`src/rtl/onc16_pkg.sv`:
```
// onc16_pkg: shared ONC-16 types and constants for the program loader.
package onc16_pkg;
  localparam int WORD_W = 16;
  localparam logic [7:0] SYNC_BYTE_DEF = 8'hA5;
  typedef enum logic [2:0] {
    S_IDLE, S_LEN_HI, S_LEN_LO, S_DATA_HI, S_DATA_LO, S_CHECK, S_DONE, S_ERR
  } state_t;
endpackage

```
`src/rtl/timeout_counter.sv`:
```
// timeout_counter: counts idle clocks while enabled, flags the terminal count.
module timeout_counter #(
  parameter int TIMEOUT_CLKS = 2_170_000
) (
  input  logic clk,
  input  logic rst_n,
  input  logic i_en,
  input  logic i_reload,
  output logic o_expired
);
  localparam int CW = (TIMEOUT_CLKS > 1) ? $clog2(TIMEOUT_CLKS) : 1;
  logic [CW-1:0] r_cnt;
  always_ff @(posedge clk or negedge rst_n)
    if (!rst_n) r_cnt <= '0;
    else r_cnt <= (!i_en || i_reload) ? '0 : r_cnt + 1'b1;
  assign o_expired = i_en && !i_reload && (r_cnt == CW'(TIMEOUT_CLKS - 1));
endmodule

```
`src/rtl/uart_loader.sv`:
```
// uart_loader: parses a framed UART download and writes 16-bit words to instruction memory.
module uart_loader
  import onc16_pkg::*;
#(
  parameter int         ADDR_W       = 12,
  parameter int         TIMEOUT_CLKS = 2_170_000,
  parameter logic [7:0] SYNC_BYTE    = SYNC_BYTE_DEF
) (
  input  logic              clock_50M,
  input  logic              n_rst,
  input  logic              rx_ready,
  input  logic [7:0]        rx_data,
  output logic              mem_we,
  output logic [ADDR_W-1:0] mem_addr,
  output logic [WORD_W-1:0] mem_wdata,
  output logic              loading,
  output logic              done,
  output logic              error,
  output logic              cpu_run
);
  state_t r_state, w_next;
  logic r_rx_q, r_we;
  logic [15:0] r_len;
  logic [7:0] r_hi, r_sum;
  logic [ADDR_W:0] r_cnt;
  logic [ADDR_W-1:0] r_addr;
  logic [WORD_W-1:0] r_wdata;
  logic w_acc, w_sync, w_last, w_too_long, w_timeout;
  logic [15:0] w_len_n;
  // rising edge of ready, so level-held and pulsed ready both give one byte
  assign w_acc      = rx_ready && !r_rx_q;
  assign w_sync     = rx_data == SYNC_BYTE;
  assign w_len_n    = {r_len[15:8], rx_data};
  assign w_too_long = 32'(w_len_n) > (32'd1 << ADDR_W);
  assign w_last     = 32'(r_cnt) + 32'd1 == 32'(r_len);
  assign loading    = r_state != S_IDLE && r_state != S_DONE && r_state != S_ERR;
  assign done       = r_state == S_DONE;
  assign error      = r_state == S_ERR;
  assign cpu_run    = done;
  assign mem_we     = r_we;
  assign mem_addr   = r_addr;
  assign mem_wdata  = r_wdata;
  timeout_counter #(.TIMEOUT_CLKS(TIMEOUT_CLKS)) u_timeout (
    .clk(clock_50M), .rst_n(n_rst), .i_en(loading), .i_reload(w_acc), .o_expired(w_timeout)
  );
  always_ff @(posedge clock_50M or negedge n_rst)
    if (!n_rst) r_state <= S_IDLE;
    else r_state <= w_next;
  always_comb begin
    w_next = r_state;
    if (w_timeout) w_next = S_ERR;
    else if (w_acc)
      case (r_state)
        S_LEN_HI:  w_next = S_LEN_LO;
        S_LEN_LO:  w_next = (w_len_n == 16'd0) ? S_CHECK : w_too_long ? S_ERR : S_DATA_HI;
        S_DATA_HI: w_next = S_DATA_LO;
        S_DATA_LO: w_next = w_last ? S_CHECK : S_DATA_HI;
        S_CHECK:   w_next = (rx_data == r_sum) ? S_DONE : S_ERR;
        default:   w_next = w_sync ? S_LEN_HI : r_state;
      endcase
  end
  always_ff @(posedge clock_50M or negedge n_rst)
    if (!n_rst) begin
      r_rx_q  <= 1'b0;
      r_we    <= 1'b0;
      r_len   <= '0;
      r_hi    <= '0;
      r_sum   <= '0;
      r_cnt   <= '0;
      r_addr  <= '0;
      r_wdata <= '0;
    end else begin
      r_rx_q <= rx_ready;
      r_we   <= 1'b0;
      if (w_acc)
        case (r_state)
          S_LEN_HI: begin
            r_len[15:8] <= rx_data;
            r_sum       <= r_sum + rx_data;
          end
          S_LEN_LO: begin
            r_len[7:0] <= rx_data;
            r_sum      <= r_sum + rx_data;
          end
          S_DATA_HI: begin
            r_hi  <= rx_data;
            r_sum <= r_sum + rx_data;
          end
          S_DATA_LO: begin
            r_we    <= 1'b1;
            r_addr  <= r_cnt[ADDR_W-1:0];
            r_wdata <= {r_hi, rx_data};
            r_cnt   <= r_cnt + 1'b1;
            r_sum   <= r_sum + rx_data;
          end
          S_CHECK: ;
          default:
            if (w_sync) begin
              r_cnt <= '0;
              r_sum <= '0;
            end
        endcase
    end
endmodule

```
`config.mk`:
```
export PLATFORM = sky130hd
export DESIGN_NAME = uart_loader
export DESIGN_NICKNAME = d
export VERILOG_FILES = /design/src/rtl/onc16_pkg.sv /design/src/rtl/timeout_counter.sv /design/src/rtl/uart_loader.sv
export SDC_FILE = /design/constraint.sdc
export NUM_CORES = 1
export LEC_CHECK = 0
export BUFFER_PORTS_ARGS = -buffer_cell sky130_fd_sc_hd__buf_2
export CELL_PAD_IN_SITES_DETAIL_PLACEMENT = 1
export CELL_PAD_IN_SITES_GLOBAL_PLACEMENT = 1
export CORE_UTILIZATION = 35
export DETAILED_ROUTE_END_ITERATION = 10
export HOLD_SLACK_MARGIN = 0.02
export PLACE_DENSITY = 0.73
export REMOVE_ABC_BUFFERS = 1
export SKIP_CTS_REPAIR_TIMING = 1
export SYNTH_ARGS = -nofsm -noshare
export SYNTH_HDL_FRONTEND = slang
export SYNTH_SLANG_ARGS = --single-unit
```
`constraint.sdc`:
```
create_clock -name clock_50M -period 2.5 [get_ports clock_50M]
set_clock_uncertainty 0.1 [all_clocks]
set_input_delay 0.5 -clock clock_50M [delete_from_list [all_inputs] [get_ports clock_50M]]
set_output_delay 0.5 -clock clock_50M [all_outputs]
set_load 0.02 [all_outputs]
```
# Yosys cells after proc, flatten, opt, wreduce, memory -nomap -nowiden
# Cells that the tools add are included.
# Widths: inputs -> output; s select.
# totals
in_bits	11
out_inout_bits	33
ff_bits	100
word_cells	70
# classes
order_cmp	1
n_addsub	4
bitwise	2
n_reduce_logical	24
eq_ne	13
n_mux	15
# ops
cell	count
$pmux 13 s2	1
$add 22x1->22 const B	1
$eq 22x22->1 const B	1
$mux 22	1
$mux 3	6
$eq 14x16->1	1
$gt 16x13->1 const B	1
$logic_not 16->1	1
$pmux 8 s2	1
$pmux 3 s5	1
$add 13x1->14 const B	1
$add 13x1->13 const B	1
$mux 13	1
$eq 3x3->1 const B	4
$reduce_and 2->1	5
$add 8x8->8	1
$eq 8x8->1	1
$eq 8x8->1 const B	1
$mux 8	1
$reduce_or 4->1	2
$reduce_bool 7->1	1
$eq 3x2->1 const B	2
$ne 3x3->1 const B	2
$reduce_and 3->1	2
8 further kinds	19

# Depth between registers and ports, before layout
# depth
depth_word	7
mapped_depth	8
depth_no_buf	8

# Hierarchy
# A second synthesis with hierarchy kept.
# unflattened
cells_unflattened	532
hier_area_um2	5159.9
# modules_own_cells
mod	area_each_um2	seq_area_each_um2	cells_each	n_inst
uart_loader	4028.9	1951.9	414	1
timeout_counter	1131.1	550.5	118	1

# Least setup slack after synthesis
# Ideal clock, no wire load.
# synth_path
path_type	input -> register
startpoint	input port rx_data[7]
endpoint	register r_sum[7]
t_required_ps	2274
cell_stages	7
path_slack_ps	233
path_buffers	1
arrival_ps	2041
setup_ps	126
cell_sequence	buf_2 > and4_1 > nand2_2 > and2_4 > or2_0 > a221o_2 > a221o_1
# synth_between
elab_chain_cells	3
elab_cells_between_ends	5
classes_between	1 x add/sub; 1 x eq/ne; 1 x mux; 2 x reduce/logical
# synth_rtl
element	line	rtl
start, declared	uart_loader.sv:12	input logic [7:0] rx_data,
parallel branches: the longest is 3 deep, another holds $add 8x8->8	n/a	
end signal, assigned	uart_loader.sv:79	r_sum <= r_sum + rx_data;
end signal, assigned	uart_loader.sv:83	r_sum <= r_sum + rx_data;
end signal, assigned	uart_loader.sv:87	r_sum <= r_sum + rx_data;
end, declared	uart_loader.sv:24	logic [7:0] r_hi, r_sum;
# Several ways; the timed one is not identified.
# A chain may end at the register's enable or synchronous reset.

# Worst setup path after layout
# layout_path
startpoint	register r_sum[0]
endpoint	register r_sum[6]
# layout_between
elab_chain_cells	2
# layout_rtl
element	line	rtl
$add 8x8->8	n/a	
$pmux 8 s2	uart_loader.sv:76	case (r_state)
# No other way between the ends.

==> run summary <==
The run finished with clean final reports. The proportion of total power due to net switching is 38.3%. The sequential share of power came out at 42.5%.

The floorplan step set the die width to 123 um. The number of max-capacitance violations reported came out at 0. Setup repair after global routing left no endpoint under its margin. The async set or reset register ratio after synthesis is 100%.

The setup TNS is 0 ns. The worst-case reg-to-reg path depth is 8. The count of unique library cells instantiated by Yosys is 53. The average instance in the mapped netlist occupies 9.72 um2.

The worst endpoint data arrival time came out at 2.42 ns. Summed over all layers, the routed wires come to 13300 um. The final period utilization came out at 91.3%. After Yosys synthesis, XOR and XNOR cells account for 7.19% of the synthesized area. The power per cell area came out at 1020 nW/um2. The peak fanout along the critical path came out at 2. The die height came out at 123 um. The count of TritonRoute iterations in the first routing pass came out at 4. The switching power summed over all nets came out at 2.33 mW. The data required time of the critical path is 2.64 ns.

The number of instances in the synthesized netlist is 526. The final HPWL from detailed placement came out at 9350 um. The number of enable flip-flop cells after synthesis is 0. The fraction of power consumed by combinational cells came out at 33.9%.

The internal power of the cells totals 3.75 mW. The fraction of layout cells with a size suffix above 1 came out at 20.9%. The clock slew seen by the registers of the worst setup and hold paths came out at 0.08 ns. The clock latency on the worst-skew pair is 0.36 ns. The post-detailed-route wirelength per cell is 17.6 um.

The analysis attributes to cell leakage a power of 2.78 nW. The post-route non-filler standard cell count came out at 759. The total congestion overflow after global routing came out at 0. The buffer levels on the longest clock path came out at 2.

The share of synthesized area occupied by flip-flops and latches came out at 48.9%. The area of the placeable core came out at 14000 um2. The area added between synthesis and finish came out at 16.1%.

The maximum clock frequency came out at 438 MHz. The sum of internal, switching and leakage power came out at 6.07 mW. Summing every instance area after synthesis gives 5110 um2. The aggregate global-route resource usage is 19.2%.

The relative slew slack is 65.7%. The number of antenna violations at the first check in global routing is 0. The net count of the finished layout is 595. The number of buffers created by CTS came out at 9. The clock sink count came out at 100. The worst setup path is launched from a flop. At the pin with the least slew margin, the transition time is 0.515 ns. The time the worst path needs with I/O delays and setup came out at 2.28 ns. The flop and latch count out of synthesis is 100. The mux contribution to synthesized area came out at 5.29%. The critical path is of the reg2reg type.

The final count of hold timing violations came to 0. The vias per cell came out at 5.39. Of the total synthesized cell area, the portion taken by full adders, half adders and majority gates is 2.59%.

The weighted congestion reported at the end of routability-driven placement came out at 0.870. After detailed placement, the design holds a cell count of 743. The overall die area is 15100 um2. Global routing consumed, on the met1 layer, 25.5% of the routing resources. The number of antenna diodes in the final layout is 0. The first routing iteration left 96 violations. IR analysis of the VDD net gives a maximum drop of 479 uV. The number of max-slew violations in the final report came out at 0. The initial utilization of the core area, before any placement, comes to 36.4%. The synthesized netlist devotes 22.8% of its cell area to simple gates.

The remaining design rule violation count came out at 0. The met2 track utilization from global routing is 32.4%. The layer flagged by global routing as most heavily used is met2. The end-of-flow core utilization came out at 42.3%. The maximum level of the CTS H-tree is 3. The type of destination of the critical path is a flop. The synthesized-area fraction occupied by ao, oa, aoi and oai cells is 10.8%.

The number of global-route vias before repair is 4347. The post-detailed-route count of antenna-violating nets came out at 0. The global-route wire length before repair came out at 22400 um. The synthesis warning total is 0.

The worst hold path belongs to the class in2async. Entering global routing, the biggest net connects 45 pins. The tightest hold path in the finished design has a slack of 0.0157 ns. The count of input and output buffers is 43. After synthesis, the largest family of logic cells by area is simple AND/OR/NAND/NOR gates. The total vias in the final route is 4089. 44 I/O pins were placed.

The fraction of power consumed by the clock network is 23.6%. The global routing usage on met3 came out at 2.74%. The setup violation total in the final timing report came out at 0. The most used flip-flop cell after synthesis is sky130_fd_sc_hd__dfrtp_1. The number of rows created at floorplan came out at 43.

TritonCTS built the clock tree. The cell sitting at the root of the clock tree is a sky130_fd_sc_hd__clkbuf_16.
## power groups by stage
stage               clock network, mW  logic (mW)  registers (mW)
floorplan                           0        1.26            2.62
CTS                              1.48        2.07            2.57
finish                           1.43        2.06            2.58
global placement                    0        1.94            2.57
detailed placement                  0        2.04            2.59
global route                     1.54        2.28            2.64
## flip-flops by register name, summed over array words and instances (netlist names)
name / cells
r_state: 3
u_timeout.r_cnt: 22
r_sum: 8
mem_wdata: 16
r_len: 16
r_rx_q: 1
r_cnt: 13
mem_we: 1
r_hi: 8
mem_addr: 12
## worst max-delay path, cell delays in order (launching register included)
cell,delay (ns)
sky130_fd_sc_hd__dfrtp_1,0.40
sky130_fd_sc_hd__ha_1,0.22
sky130_fd_sc_hd__fa_1,0.41
sky130_fd_sc_hd__a21o_1,0.17
sky130_fd_sc_hd__a21oi_1,0.23
sky130_fd_sc_hd__o21bai_1,0.12
sky130_fd_sc_hd__a21oi_1,0.20
sky130_fd_sc_hd__xnor2_1,0.09
sky130_fd_sc_hd__a22o_2,0.23
## layout by cell type, fill, tap and decap left out, types with 6 or more instances in the layout
master	instances
sky130_fd_sc_hd__nor4_1	8
sky130_fd_sc_hd__nand4_1	8
sky130_fd_sc_hd__buf_4	20
sky130_fd_sc_hd__and3_1	14
sky130_fd_sc_hd__nand3_1	19
sky130_fd_sc_hd__nand2_1	101
sky130_fd_sc_hd__ha_1	9
sky130_fd_sc_hd__o21ai_0	23
sky130_fd_sc_hd__a22o_2	7
sky130_fd_sc_hd__xnor2_1	26
sky130_fd_sc_hd__a21oi_1	23
sky130_fd_sc_hd__mux2_2	24
sky130_fd_sc_hd__o31ai_1	6
sky130_fd_sc_hd__xor2_1	16
sky130_fd_sc_hd__buf_2	42
sky130_fd_sc_hd__and2_1	7
sky130_fd_sc_hd__nor2_1	34
sky130_fd_sc_hd__and4_1	8
sky130_fd_sc_hd__dfrtp_1	99
sky130_fd_sc_hd__clkbuf_16	9
sky130_fd_sc_hd__nor3_1	6
## cells in the mapped netlist (all sizes together) (9+ instances only)
master | n | area share [%]
mux2 | 24 | 5.3
o21ai | 23 | 2.3
nand3 | 19 | 1.9
xnor2 | 26 | 4.5
nand2 | 102 | 7.5
and3 | 14 | 1.7
clkbuf | 19 | 1.4
ha | 9 | 2.2
dfrtp | 100 | 49
nor2 | 34 | 2.5
a21oi | 23 | 2.3
xor2 | 16 | 2.7
nor4 | 10 | 1.5
## routing by layer
layer	routed length, um	share of wire, %
met5	0	0
met4	167	1.3
met1	6300	47
met2	6570	49
met3	295	2.2
## stage by stage
stage	area (um2)	worst slack, ns
after floorplan	5000	-0.210
after global placement	5630	0.0802
after detailed placement	5630	-0.0883
after CTS	5930	0.187
after global routing	5940	0.0518
final	5940	0.218
## final timing paths
path | slack [ns] | endpoint | from
worst max register to register | 0.22 | r_sum[6]$_DFFE_PN0P_ | r_sum[0]$_DFFE_PN0P_
max in group asynchronous | 1.61 | r_cnt[2]$_DFFE_PN0P_ | n_rst
worst max-delay path | 0.22 | r_sum[6]$_DFFE_PN0P_ | r_sum[0]$_DFFE_PN0P_
worst min register to register | 0.37 | mem_addr[7]$_DFFE_PN0P_ | mem_addr[7]$_DFFE_PN0P_
worst min-delay path | 0.02 | r_sum[2]$_DFFE_PN0P_ | n_rst
min in group clock_50M | 0.20 | r_rx_q$_DFF_PN0_ | rx_ready
## cell type report
type,count,area (um2)
fill,1586,8100
sequential,100,2500
multi-input combinational,396,2490
timing repair buffer,64,400
clock buffer,10,239
tap,180,225
clock inverter,6,65.1
inverter,3,11.3
## cells by family after synthesis
logic type / count (synthesis)
AOI/OAI and AO/OA: 84
xor gates and xnor gates: 42
adders and majority gates: 10
buffers and inverters: 30
DFF: 100
muxes: 24
and+or+nand+nor: 236
Note: power is estimated with default switching activity, not from simulation.
